$ cat src/rtl/line_raster_ctrl_pkg.sv
// Shared definitions for the line rasterizer, its divider wrapper and the write arbiter.
package line_raster_ctrl_pkg;

    localparam int DEF_W  = 4;
    localparam int DEF_AW = 8;

    typedef enum logic [2:0] {
        ST_IDLE = 3'd0,
        ST_DIV  = 3'd1,
        ST_WAIT = 3'd2,
        ST_EMIT = 3'd3,
        ST_DONE = 3'd4
    } state_t;

endpackage

$ cat src/rtl/line_step_acc.sv
// Pixel stepper: x/y/address counters loaded on accept and advanced one pixel per step.
module line_step_acc
    import line_raster_ctrl_pkg::*;
#(
    parameter int W  = DEF_W,
    parameter int AW = DEF_AW
) (
    input  logic          c,
    input  logic          rst,
    input  logic          load,
    input  logic          step,
    input  logic [W-1:0]  x0,
    input  logic [W-1:0]  y0,
    input  logic [W-1:0]  x1,
    input  logic [AW-1:0] addr0,
    input  logic [W-1:0]  m,
    output logic [W-1:0]  x,
    output logic [W-1:0]  y,
    output logic [AW-1:0] addr,
    output logic          last
);

    logic [W-1:0] x_end;

    always_ff @(posedge c) begin
        if (rst) begin
            x     <= '0;
            y     <= '0;
            addr  <= '0;
            x_end <= '0;
        end else if (load) begin
            x     <= x0;
            y     <= y0;
            addr  <= addr0;
            x_end <= x1;
        end else if (step) begin
            x    <= x + W'(1);
            y    <= y + m;
            addr <= addr + AW'(1);
        end
    end

    // Equality, not <=, so a line ending at the top of the x range cannot wrap and loop.
    assign last = (x == x_end);

endmodule

$ cat src/rtl/line_raster_ctrl.sv
// Line rasterizer sequencer: accepts a vertex pair, obtains the slope, then emits one write per x step.
//   state | meaning
//   IDLE  | waiting for a vertex pair, in_ready high
//   DIV   | div_start pulse with dy/dx presented
//   WAIT  | waiting for div_done, slope latched on it
//   EMIT  | presenting pixel writes, stepping on each accepted write
//   DONE  | one-cycle done pulse, pix_count final
module line_raster_ctrl
    import line_raster_ctrl_pkg::*;
#(
    parameter int W  = DEF_W,
    parameter int AW = DEF_AW
) (
    input  logic          c,
    input  logic          rst,
    input  logic          in_valid,
    output logic          in_ready,
    input  logic [W-1:0]  v1x,
    input  logic [W-1:0]  v1y,
    input  logic [W-1:0]  v2x,
    input  logic [W-1:0]  v2y,
    input  logic [AW-1:0] base_addr,
    output logic          div_start,
    output logic [W-1:0]  div_num,
    output logic [W-1:0]  div_den,
    input  logic          div_done,
    input  logic [W-1:0]  div_q,
    output logic          wr_valid,
    input  logic          wr_ready,
    output logic [AW-1:0] wr_addr,
    output logic [W-1:0]  wr_x,
    output logic [W-1:0]  wr_y,
    output logic          busy,
    output logic          done,
    output logic [W:0]    pix_count
);

    state_t       state, state_nx;
    logic         accept, swap, step, last;
    logic [W-1:0] x0, y0, x1, y1, dx, dy, m;

    assign accept = in_valid & in_ready;
    assign swap   = (v2x < v1x);
    assign x0     = swap ? v2x : v1x;
    assign y0     = swap ? v2y : v1y;
    assign x1     = swap ? v1x : v2x;
    assign y1     = swap ? v1y : v2y;
    assign dx     = x1 - x0;
    assign dy     = y1 - y0;
    assign step   = (state == ST_EMIT) & wr_ready;

    always_comb begin
        state_nx  = state;
        in_ready  = 1'b0;
        busy      = 1'b1;
        div_start = 1'b0;
        wr_valid  = 1'b0;
        done      = 1'b0;
        case (state)
            ST_IDLE: begin
                in_ready = 1'b1;
                busy     = 1'b0;
                if (in_valid) state_nx = (dx != '0) ? ST_DIV : ST_EMIT;
            end
            ST_DIV: begin
                div_start = 1'b1;
                state_nx  = ST_WAIT;
            end
            ST_WAIT: begin
                if (div_done) state_nx = ST_EMIT;
            end
            ST_EMIT: begin
                wr_valid = 1'b1;
                if (wr_ready) state_nx = last ? ST_DONE : ST_EMIT;
            end
            ST_DONE: begin
                done     = 1'b1;
                state_nx = ST_IDLE;
            end
            default: state_nx = ST_IDLE;
        endcase
    end

    always_ff @(posedge c) begin
        if (rst) begin
            state     <= ST_IDLE;
            m         <= '0;
            div_num   <= '0;
            div_den   <= '0;
            pix_count <= '0;
        end else begin
            state <= state_nx;
            // A vertical line never runs the divider, so the slope is cleared here.
            if (accept) begin
                div_num   <= dy;
                div_den   <= dx;
                m         <= '0;
                pix_count <= '0;
            end
            if ((state == ST_WAIT) && div_done) m <= div_q;
            if (step) pix_count <= pix_count + (W+1)'(1);
        end
    end

    line_step_acc #(.W(W), .AW(AW)) u_acc (
        .c     (c),
        .rst   (rst),
        .load  (accept),
        .step  (step),
        .x0    (x0),
        .y0    (y0),
        .x1    (x1),
        .addr0 (base_addr),
        .m     (m),
        .x     (wr_x),
        .y     (wr_y),
        .addr  (wr_addr),
        .last  (last)
    );

endmodule

$ cat config.mk
export PLATFORM = sky130hd
export DESIGN_NAME = line_raster_ctrl
export DESIGN_NICKNAME = d
export VERILOG_FILES = /design/src/rtl/line_raster_ctrl_pkg.sv /design/src/rtl/line_step_acc.sv /design/src/rtl/line_raster_ctrl.sv
export SDC_FILE = /design/constraint.sdc
export NUM_CORES = 1
export LEC_CHECK = 0
export ABC_CLOCK_PERIOD_IN_PS = 7500
export CAP_MARGIN = 40
export CORE_UTILIZATION = 25
export DETAILED_ROUTE_END_ITERATION = 7
export GPL_TIMING_DRIVEN = 0
export REMOVE_ABC_BUFFERS = 1
export SYNTH_ARGS = -nofsm -noshare
export SYNTH_HDL_FRONTEND = slang
export SYNTH_SLANG_ARGS = --single-unit
$ cat constraint.sdc
create_clock -name c -period 7.5 [get_ports c]
set_input_delay 1.5 -clock c [delete_from_list [all_inputs] [get_ports c]]
set_output_delay 1.5 -clock c [all_outputs]
set_load 0.03 [all_outputs]
==> results.txt, run 1 <==
The run finished with clean final reports. CTS placed an instance of sky130_fd_sc_hd__clkbuf_8 at the clock tree root. The synthesized netlist devotes 21.1% of its cell area to compound gates. The worst hold path belongs to the class reg2reg.

Setup violations remaining at the end of the flow were counted as 0. Across the run, the number of max-cap violations was 0. The library cell used most frequently in the layout, excluding fill and tap cells, is sky130_fd_sc_hd__clkdlybuf4s50_1. For this configuration, the core starts out at a cell density of 25.8%.

The maximum buffer depth of the clock tree is 2. The detailed router finished its first iteration with 65 violations. The total vias in the final route is 2369. The library cells used most frequently in the layout, excluding fill and tap cells, are sky130_fd_sc_hd__clkdlybuf4s50_1, sky130_fd_sc_hd__nor2_1, sky130_fd_sc_hd__dfxtp_1. The combinational family with the most area after synthesis is simple AND/OR/NAND/NOR gates.

The smallest hold slack came out at 0.459 ns. The post-route DRC violation count came out at 0. The post-cts resize count came out at 0. The estimated wirelength of the detail-placed design came out at 4.84 mm. The yosys synthesis warning count is 0. The capture point of the worst path is state[1]$_SDFFE_PP0P_. Counting the fill cells in the layout gives 1016. The aggregate global routing overflow is 0. The post-CTS repair timing setup buffer count came out at 0.

The last weighted congestion value of the routability-driven placer is 0.787. The max-slew headroom at the worst pin is 45.4%. The top cell type by area accounts for 33.4% of the synthesized area. The maximum number of pins on one net before global-route repair came out at 44. The wire length of the first global-routing pass is 10.6 mm. The floorplan die area came out at 0.00998 mm2. The worst register-to-register path begins at state[1]$_SDFFE_PP0P_. The chip width is 99.9 um. The area growth from synthesis to layout is 37.5%. The initial antenna violation count came out at 0. The endpoint identified for the worst register-to-register timing path is u_acc.y[2]$_SDFFE_PP0P_.

The number of port buffers came out at 66. The area taken by multi-input logic gates came out at 0.00147 mm2. The setup slack on the worst flop-to-flop path came out at 5.21 ns. The clock input transition at the sequential cells of the worst setup and hold paths is 0.08 ns.

The endpoint class of the critical path is a flip-flop. The synthesized-area fraction occupied by and/or/nand/nor cells is 24.1%. The clock period minus final worst setup slack came out at 4.52 ns.

Sorting the synthesized cells by area gives the leading types as sky130_fd_sc_hd__dfxtp_1, sky130_fd_sc_hd__ha_1, sky130_fd_sc_hd__nor2_1. TritonCTS created 5 clock buffers. The synthesized design contains 40 register bits. The synthesized netlist devotes 9.82% of its cell area to adder and majority cells.

The number of enable flip-flop cells after synthesis is 0. The core region is 0.00928 mm2. The proportion of layout cells with a drive suffix above 1 is 3.90%.

After synthesis, the share of flip-flops with an asynchronous set or reset is 0%. The number of endpoints with negative hold slack in the final report came out at 0. The setup slack after layout is 2.98 ns. The top-level port count came out at 67. In the synthesized netlist, mux cells make up 0.888% of the area. The maximum vdd drop came out at 0.000101 V. The worst path required time is 7.75 ns. The cell area that synthesis handed to floorplanning was 0.00240 mm2. 0 antenna diodes ended up in the layout. The via count of the first global-routing pass is 2233. The analysis attributes to cell leakage a power of 1.26 nW.

Using the TritonRoute via totals, the vias-per-cell ratio works out to 4.85. The number of slew-limit violations in the final report was 0. The hold-fix buffer count after cts is 0. The number of optimization iterations in the first detailed-route pass came out at 4. The slew at the pin with the worst max-slew slack is 0.819 ns.

Setup repair after global routing left no endpoint under its margin. The H-tree depth is 2. The mean cell area of the mapped netlist came out at 7.99 um2. TritonCTS built the clock tree.

The synthesized instance count came out at 300. The critical path starts at v1x[1]. The clock sink total came out at 40. The detail-routed net length per standard cell came out at 13.2 um. OpenSTA, run right after detailed placement, puts the worst setup slack at 2.65 ns. The highest fanout seen on the critical path came out at 11. Measured in cells, the most critical reg-to-reg path has a length of 6. The floorplan has 35 rows. The sequential cell area is 801 um2. In the final design database the tool counted 406 nets.

Measured along the y axis, the die boundary spans 99.9 um. The portion of the post-synthesis area used by sequential elements is 33.4%. The overall routing resource usage came out at 13.3%. The clock arrives with 0.00987 ns of skew. The worst path uses 60.3% of the clock period. The highest clock frequency the design can meet came out at 221 MHz. The total routed wirelength is 6.45 mm. Of the total synthesized cell area, the portion taken by XOR and XNOR cells is 5.48%.

The critical path in this run is classified as in2reg. The cell area power density came out at 197 mW/mm2. The netlist uses 50 different library cells. Clock latency on the worst-skew pair, taken at its later pin, is 0.29 ns. The total negative setup slack is 0 ns. The critical path startpoint category is an input pin. The signal arrival time at the worst endpoint is 4.77 ns. In the synthesized netlist the dominant register cell turns out to be sky130_fd_sc_hd__dfxtp_1. The cell type with the largest total area after synthesis is sky130_fd_sc_hd__dfxtp_1. The count of nets left with antenna violations once routing finished came out at 0.
## cell usage after synthesis (all sizes together), types with 3 or more instances
| library cell | instances |
|---|---|
| nand3 | 11 |
| xnor2 | 7 |
| nor2b | 5 |
| nor2 | 41 |
| nor4 | 3 |
| nor3 | 7 |
| a311oi | 7 |
| clkbuf | 14 |
| xor2 | 8 |
| maj3 | 4 |
| o31ai | 3 |
| a211oi | 14 |
| o21ai | 8 |
| nand2b | 4 |
| ha | 14 |
| buf | 3 |
| nand2 | 33 |
| nand3b | 3 |
| a21oi | 19 |
| dfxtp | 40 |
| and3 | 3 |
| inv | 15 |
## metrics by stage
stage	total power, mW	area, um2	cells	util, %
global placement	0.470	3150	478	33.9
finish	0.648	3300	488	35.5
floorplan	0.383	2330	283	-
CTS	0.660	3300	488	35.5
detailed placement	0.480	3190	480	34.3
global route	0.687	3300	488	35.5
## critical path: stages
cell	delay, ns
sky130_fd_sc_hd__clkdlybuf4s50_1	0.49
sky130_fd_sc_hd__inv_1	0.09
sky130_fd_sc_hd__ha_1	0.34
sky130_fd_sc_hd__nor2b_4	0.15
sky130_fd_sc_hd__o21a_4	0.22
sky130_fd_sc_hd__nor2_1	0.60
sky130_fd_sc_hd__a21oi_1	0.16
sky130_fd_sc_hd__ha_1	0.23
sky130_fd_sc_hd__or4_1	0.56
sky130_fd_sc_hd__a211oi_1	0.26
sky130_fd_sc_hd__a31o_1	0.17
## worst min path at each step
stage,endpoint,cells past startpoint,slack (ns),from
after detailed placement,div_den[1]$_SDFFE_PP0P_,2,0.46,div_den[1]$_SDFFE_PP0P_
after floorplan,m[0]$_SDFFE_PP0P_,2,0.45,m[0]$_SDFFE_PP0P_
after global routing,div_num[1]$_SDFFE_PP0P_,2,0.50,div_num[1]$_SDFFE_PP0P_
final,pix_count[4]$_SDFFE_PP0P_,1,0.46,pix_count[4]$_SDFFE_PP0P_
after CTS,pix_count[4]$_SDFFE_PP0P_,1,0.47,pix_count[4]$_SDFFE_PP0P_
after global placement,div_num[1]$_SDFFE_PP0P_,2,0.45,div_num[1]$_SDFFE_PP0P_
## layer usage
metal	wire [um]	GRT usage, %	share of wire, %
met4	51	3.05	0.79
met3	282	2.65	4.4
met1	2890	16.8	45
met2	3220	23.4	50
met5	0	0	0
## cell families (layout without fill, tap and decap cells)
family / count (synthesis) / in the layout
and+or+nand+nor: 120 / 120
buffers and inverters: 32 / 91
adders and majority gates: 19 / 19
muxes: 2 / 2
xor gates and xnor gates: 15 / 15
DFF: 40 / 40
AOI/OAI and AO/OA: 72 / 72
## report_power, final
group | internal (mW) | switching [mW] | leakage (nW)
clock network | 0.0988 | 0.0766 | 0.0552
logic | 0.0972 | 0.123 | 0.879
registers | 0.233 | 0.0198 | 0.328
total | 0.429 | 0.219 | 1.26
## state kept, by name, summed over array words and instances (netlist names)
name and flops:
u_acc.addr 8, pix_count 5, div_den 4, div_num 4, m 4, u_acc.x 4
u_acc.x_end 4, u_acc.y 4, state 3
## final cells by class
class,instances,area share [%]
clock buffer,6,2.20
clock inverter,2,1.06
inverter,15,1.71
multi-input combinational,228,44.6
sequential,40,24.3
tap,129,4.90
timing repair buffer,68,21.2
No activity file was read; power rests on OpenSTA's default activity.
==> run 2: changes to the inputs <==
--- a/config.mk
+++ b/config.mk
@@ -5,7 +5,7 @@
 export SDC_FILE = /design/constraint.sdc
 export NUM_CORES = 1
 export LEC_CHECK = 0
-export ABC_CLOCK_PERIOD_IN_PS = 7500
+export ABC_CLOCK_PERIOD_IN_PS = 3700
 export CAP_MARGIN = 40
 export CORE_UTILIZATION = 25
 export DETAILED_ROUTE_END_ITERATION = 7
==> constraint.sdc (replaced) <==
create_clock -name c -period 3.7 [get_ports c]
set_input_delay 0.74 -clock c [delete_from_list [all_inputs] [get_ports c]]
set_output_delay 0.74 -clock c [all_outputs]
set_load 0.03 [all_outputs]
==> results.txt, run 2 (synthesis gave the netlist of run 1 again) <==
The terminus of the critical flop-to-flop path is u_acc.y[2]$_SDFFE_PP0P_. The cell-internal power is 0.871 mW. The cell family contributing the most delay on the critical path is simple AND/OR/NAND/NOR gates. The smallest hold slack came out at 0.459 ns. The worst setup slack after placement is -0.394 ns. The count of max-cap constraint violations is 0. The switching share of total power came out at 33.9%.

The slew at the pin with the worst max-slew slack is 0.815 ns. The endpoint class of the critical path is a flip-flop. The number of clock buffers inserted by TritonCTS is 5. More flip-flops sit in one register than any other, and that register is u_acc.addr. Counting every sink on the clock net gives 40. Setup repair after global routing left no endpoint under its margin. The via count of the first global-routing pass is 2233.

The post-route DRC violation count came out at 0. The setup slack on the worst flop-to-flop path is 1.41 ns. The post-cts resize count came out at 1. The total leakage power came out at 1.26 nW. The number of slew-limit violations in the final report came out at 0. After detailed routing, the average wire length per cell comes to 13.2 um. The share of total power in combinational logic is 34.0%. The first-iteration detailed-routing DRC count is 72.

The most common library cell in the layout ignoring fill and taps is sky130_fd_sc_hd__clkdlybuf4s50_1. The top-level port count came out at 67. The total vias in the final route came out at 2368. The later pin in the worst-skew pair is clocked with a latency of 0.30 ns. The total routed wirelength is 6.46 mm. The die is 99.9 um wide. The largest single stage delay on the critical path is 0.56 ns. The number of port buffers came out at 66. The part of the total power dissipated in sequential elements came out at 39.0%. Leaving out fill and tap cells, the most frequent cells in the layout are sky130_fd_sc_hd__clkdlybuf4s50_1, sky130_fd_sc_hd__nor2_1, sky130_fd_sc_hd__dfxtp_1. The buffering stage count on the worst path with inverters included came out at 2. The highest fanout seen on the critical path is 11. The cell row count is 35. The path class of the tightest hold or removal check is reg2reg. Clock tree synthesis selected as its root buffer the cell sky130_fd_sc_hd__clkbuf_8. The estimated wirelength of the detail-placed design is 4.84 mm. For this configuration, the core starts out at a cell density of 25.8%. The number of cells on the worst hold path is 1. The overall routing resource usage came out at 13.3%. The worst path required time is 3.95 ns. The core region area came out at 0.00928 mm2.

The clock power share is 27.0%. The reg-to-reg critical path startpoint is state[1]$_SDFFE_PP0P_. The flip-flop count of the largest register after layout is 8. The maximum number of pins on one net before global-route repair is 44.

The final-stage net count came out at 406. The final period utilization came out at 91.2%. The last weighted congestion value of the routability-driven placer came out at 0.787. The total of endpoints with negative setup slack in the final report came out at 0. The max-slew headroom at the worst pin came out at 45.7%. Hold repair after CTS inserted 0 buffers. The wire length of the first global-routing pass is 10.6 mm. The maximum vdd drop is 0.000205 V. The setup slack after layout is 0.326 ns. On the critical path, the stage with the largest delay is an instance of sky130_fd_sc_hd__or4_1. The signal arrival time at the worst endpoint came out at 3.62 ns. The smallest clock period supported by the final layout is computed as 3.37 ns. The via density per instance came out at 4.85. The run finished with clean final reports. In the final timing run, aggregate negative setup slack is 0 ns. Among the stages of the critical path, the cell type that occurs most often is sky130_fd_sc_hd__ha_1. The proportion of layout cells with a drive suffix above 1 came out at 4.18%. The post-CTS repair timing setup buffer count came out at 0. The number of optimization iterations in the first detailed-route pass is 4. The initial antenna violation count came out at 0. Walking the worst path, the cells encountered are clkdlybuf4s50_1, inv_1, ha_1, nor2b_4, o21a_4, nor2_4, a21oi_1, ha_1, or4_1, a211oi_1, a31o_1. The layout-stage area growth over the synthesis result is 37.9%. The aggregate global routing overflow came out at 0. The path depth of the worst reg2reg path came out at 6.

In this run the power density over the cells is 399 mW/mm2. The number of antenna diodes in the final layout is 0. The H-tree depth came out at 2. The clock input transition at the sequential cells of the worst setup and hold paths came out at 0.08 ns. The highest clock frequency the design can meet came out at 296 MHz. For the final database, setup skew stands at 0.0104 ns.

The number of endpoints with negative hold slack in the final report came out at 0. The floorplan die height came out at 99.9 um. Once detail routing completed, the nets flagged for antenna violations numbered 0.

The startpoint identified for the worst hold timing path is pix_count[4]$_SDFFE_PP0P_. The maximum buffer depth of the clock tree came out at 2. The largest registers in the layout are u_acc.addr: 8 flops, pix_count: 5 flops. The worst setup path is of the in2reg kind. The analysis attributes to net switching a power of 0.446 mW. For hold timing, the worst endpoint is pix_count[4]$_SDFFE_PP0P_. The floorplan die area is 0.00998 mm2. The CTS tree is built. STA classifies the critical path startpoint as an input pin.
-- run 2: cell counts in the layout (fill, tap and decap cells not counted) --
Identical to the previous run, type by type.
-- run 2: metrics by stage --
| stage | total power, mW | cells | util (%) | instance area, um2 |
|---|---|---|---|---|
| detailed placement | 0.972 | 480 | 34.3 | 3190 |
| finish | 1.32 | 488 | 35.6 | 3300 |
| global placement | 0.952 | 478 | 33.9 | 3150 |
| floorplan | 0.777 | 283 | - | 2330 |
| global route | 1.39 | 488 | 35.6 | 3300 |
| CTS | 1.34 | 488 | 35.5 | 3300 |
-- run 2: area by class of cell --
| type | count | area, um2 |
|---|---|---|
| Multi-Input combinational cell | 228 | 1480 |
| Clock buffer | 6 | 72.6 |
| Fill cell | 1012 | 5980 |
| Tap cell | 129 | 161 |
| Clock inverter | 2 | 35.0 |
| Sequential cell | 40 | 801 |
| Timing Repair Buffer | 68 | 698 |
| Inverter | 15 | 56.3 |
-- run 2: how the worst max path moves through the flow --
stage	startpoint	endpoint	slack, ns	depth (start not counted)
floorplan	v1x[1]	state[1]$_SDFFE_PP0P_	0.60	10
global placement	v1x[1]	state[1]$_SDFFE_PP0P_	-0.31	11
detailed placement	v1x[2]	state[1]$_SDFFE_PP0P_	-0.39	11
CTS	v1x[2]	state[1]$_SDFFE_PP0P_	0.16	11
global route	v1x[1]	state[1]$_SDFFE_PP0P_	0.1	11
finish	v1x[1]	state[1]$_SDFFE_PP0P_	0.33	11
-- run 2: metal layers --
metal / vias to the layer above / track usage, % / part of all wire (%)
li1: 1195 / - / -
met1: 1112 / 16.8 / 45
met2: 54 / 23.4 / 50
met3: 7 / 2.65 / 4.2
met4: 0 / 3.05 / 0.79
met5: - / 0 / 0
-- run 2: power by group through the flow --
stage / clock network (mW) / registers, mW / logic, mW
floorplan: 0 / 0.578 / 0.198
global placement: 0 / 0.521 / 0.431
detailed placement: 0 / 0.524 / 0.449
CTS: 0.373 / 0.514 / 0.451
global route: 0.386 / 0.519 / 0.489
finish: 0.356 / 0.513 / 0.447
==> run 3: changes to the inputs <==
--- a/config.mk
+++ b/config.mk
@@ -11,6 +11,7 @@
 export DETAILED_ROUTE_END_ITERATION = 7
 export GPL_TIMING_DRIVEN = 0
 export REMOVE_ABC_BUFFERS = 1
+export SETUP_SLACK_MARGIN = 0.15
 export SYNTH_ARGS = -nofsm -noshare
 export SYNTH_HDL_FRONTEND = slang
 export SYNTH_SLANG_ARGS = --single-unit
==> results.txt, run 3 (synthesis gave the netlist of run 1 again) <==
The filler cell count is 1010. The H-tree depth came out at 2. The flip-flop count of the largest register after layout is 8. Setup violations remaining at the end of the flow were counted as 0. The slew at the pin with the worst max-slew slack came out at 0.818 ns. Clock-pin slew was measured on the worst setup and hold paths at 0.08 ns. The final-stage net count came out at 408.

The final cell count without fillers is 490. The cell area power density is 398 mW/mm2. The floorplan die height is 99.9 um. The total power is 1.32 mW.

The clock skew after layout is 0.00946 ns. The worst path required time is 3.95 ns. The path with the worst hold slack has its endpoint at pix_count[4]$_SDFFE_PP0P_. The number of endpoints with negative hold slack in the final report is 0. The overall routing resource usage came out at 13.3%. After the first detailed-routing iteration, the DRC count stood at 85. The via density per instance came out at 4.86. The last weighted congestion value of the routability-driven placer is 0.787. Measured along the x axis, the die boundary spans 99.9 um.

Registers take 801 um2. Timing would allow up to 302 MHz. u_acc.addr holds more flip-flops than any other register.

The maximum vdd drop came out at 0.000205 V. The cell count after placement is 480. In this run the cell area measured after placement is 0.00319 mm2.

The clock latency on the worst-skew pair came out at 0.29 ns. The initial antenna violation count came to 0. The hold-fix buffer count after cts is 0. The worst setup path is captured at a flip-flop. The number of port buffers is 66. The number of slew-limit violations in the final report was 0. The number of clock buffers inserted by TritonCTS came out at 5. The number of optimization iterations in the first detailed-route pass is 4.

Pin placement for this block handled 67 I/O pins. Compared with the post-synthesis result, the final layout area differs by 38.5%. In the final layout, the registers with the most flip-flops are u_acc.addr: 8 flops, pix_count: 5 flops. The terminus of the critical flop-to-flop path is u_acc.x[0]$_SDFFE_PP0P_. The final period utilization came out at 89.4%. The max-slew headroom at the worst pin is 45.5%. The post-route netlist has 4.71% of its cells at a drive strength greater than 1. The library cell used most frequently in the layout, excluding fill and tap cells, is sky130_fd_sc_hd__clkdlybuf4s50_1.

In this run the static leakage power is 1.27 nW. The total non-filler cell area in the finished layout came out at 0.00332 mm2. Summed over all layers, the routed wires come to 6.51 mm. The min-delay analysis places its worst path in the category reg2reg.

The clock period minus final worst setup slack is 3.31 ns. The highest fanout seen on the critical path came out at 6. The wire length of the first global-routing pass is 10.6 mm. Entering global routing, the biggest net connects 44 pins. The estimated wirelength of the detail-placed design came out at 4.84 mm. The repair_antennas step left the layout with diodes totalling 0.

The worst register-to-register path begins at state[1]$_SDFFE_PP0P_. The run finished with clean final reports. The post-detailed-route count of antenna-violating nets is 0. The worst hold path begins at pix_count[4]$_SDFFE_PP0P_. The floorplan has 35 rows.

TritonCTS built the clock tree. After detailed routing, the average wire length per cell comes to 13.3 um. The effective utilization at floorplan came out at 25.8%. The post-route DRC violation count is 0.

The via count of the first global-routing pass is 2233. CTS saw 40 sinks. Measured in cells, the most critical reg-to-reg path has a length of 7. The smallest hold slack is 0.459 ns. The worst setup path is launched from an input pin. The final route contains 2380 vias. The clock passes through at most 2 buffers. Along the worst hold path, the cell count comes to 1. The aggregate global routing overflow is 0. The signal arrival time at the worst endpoint is 3.55 ns. The region available for standard cell placement spans 0.00928 mm2. Setup repair after global routing left no endpoint under its margin. The floorplan die area came out at 0.00998 mm2. The library cells used most frequently in the layout, excluding fill and tap cells, are sky130_fd_sc_hd__clkdlybuf4s50_1, sky130_fd_sc_hd__nor2_1, sky130_fd_sc_hd__dfxtp_1. The cell at the root of the clock tree is sky130_fd_sc_hd__clkbuf_8. The category of the most critical setup path is in2reg.

Max-cap violations in this run came to 0. The setup slack on the worst flop-to-flop path came out at 1.39 ns. The area taken by multi-input logic gates is 0.00148 mm2.
## run 3: changes by cell type in the layout (fill, tap and decap cells not counted)
cell | previous run | this run
sky130_fd_sc_hd__buf_4 | 0 | 2
## run 3: per-stage QoR
stage / utilization (%) / worst slack, ns / TNS, ns
floorplan: - / 0.598 / 0
global placement: 33.9 / -0.312 / -0.745
detailed placement: 34.3 / -0.394 / -0.855
CTS: 35.5 / 0.160 / 0
global route: 35.7 / 0.188 / 0
finish: 35.7 / 0.392 / 0
## run 3: layout make-up
class | instances | area share [%]
clock inverter | 2 | 1.06
tap | 129 | 4.86
inverter | 15 | 1.70
clock buffer | 6 | 2.19
sequential | 40 | 24.1
multi-input combinational | 228 | 44.6
timing repair buffer | 70 | 21.5
## run 3: critical path, stage by stage
cell	delay (ns)
sky130_fd_sc_hd__clkdlybuf4s50_1	0.55
sky130_fd_sc_hd__inv_1	0.06
sky130_fd_sc_hd__ha_1	0.35
sky130_fd_sc_hd__nor2b_1	0.21
sky130_fd_sc_hd__o21a_4	0.21
sky130_fd_sc_hd__o211a_1	0.19
sky130_fd_sc_hd__a21oi_1	0.05
sky130_fd_sc_hd__ha_1	0.20
sky130_fd_sc_hd__or4_1	0.56
sky130_fd_sc_hd__a211oi_1	0.26
sky130_fd_sc_hd__a31o_1	0.17
## run 3: layer usage
layer  share of wire, %  routed length (um)  vias up  global-route usage [%]
met2                 50                3240       59                    23.4
met4               0.78                  51        0                    3.05
met3                4.6                 298        7                    2.65
li1                   -                   -     1197                       -
met5                  0                   0        -                       0
met1                 45                2920     1117                    16.8
## run 3: how the worst max path moves through the flow
stage                                  to  startpoint  depth (start not counted)
floorplan           state[1]$_SDFFE_PP0P_      v1x[1]                         10
global placement    state[1]$_SDFFE_PP0P_      v1x[1]                         11
detailed placement  state[1]$_SDFFE_PP0P_      v1x[2]                         11
CTS                 state[1]$_SDFFE_PP0P_      v1x[2]                         11
global route        state[1]$_SDFFE_PP0P_      v1x[2]                         11
finish              state[1]$_SDFFE_PP0P_      v1x[2]                         11
## run 3: what timing repair did
action,4_1_cts,5_1_grt
gates resized for setup,1,1
pin swaps,0,1
buffers inserted,0,2
setup endpoints to repair,3,3
## run 3: power breakdown
group          internal, mW  switching (mW)  total [mW]
clock                 0.200           0.156       0.356
combinational         0.201           0.251       0.452
sequential            0.473          0.0406       0.513
total                 0.874           0.447        1.32
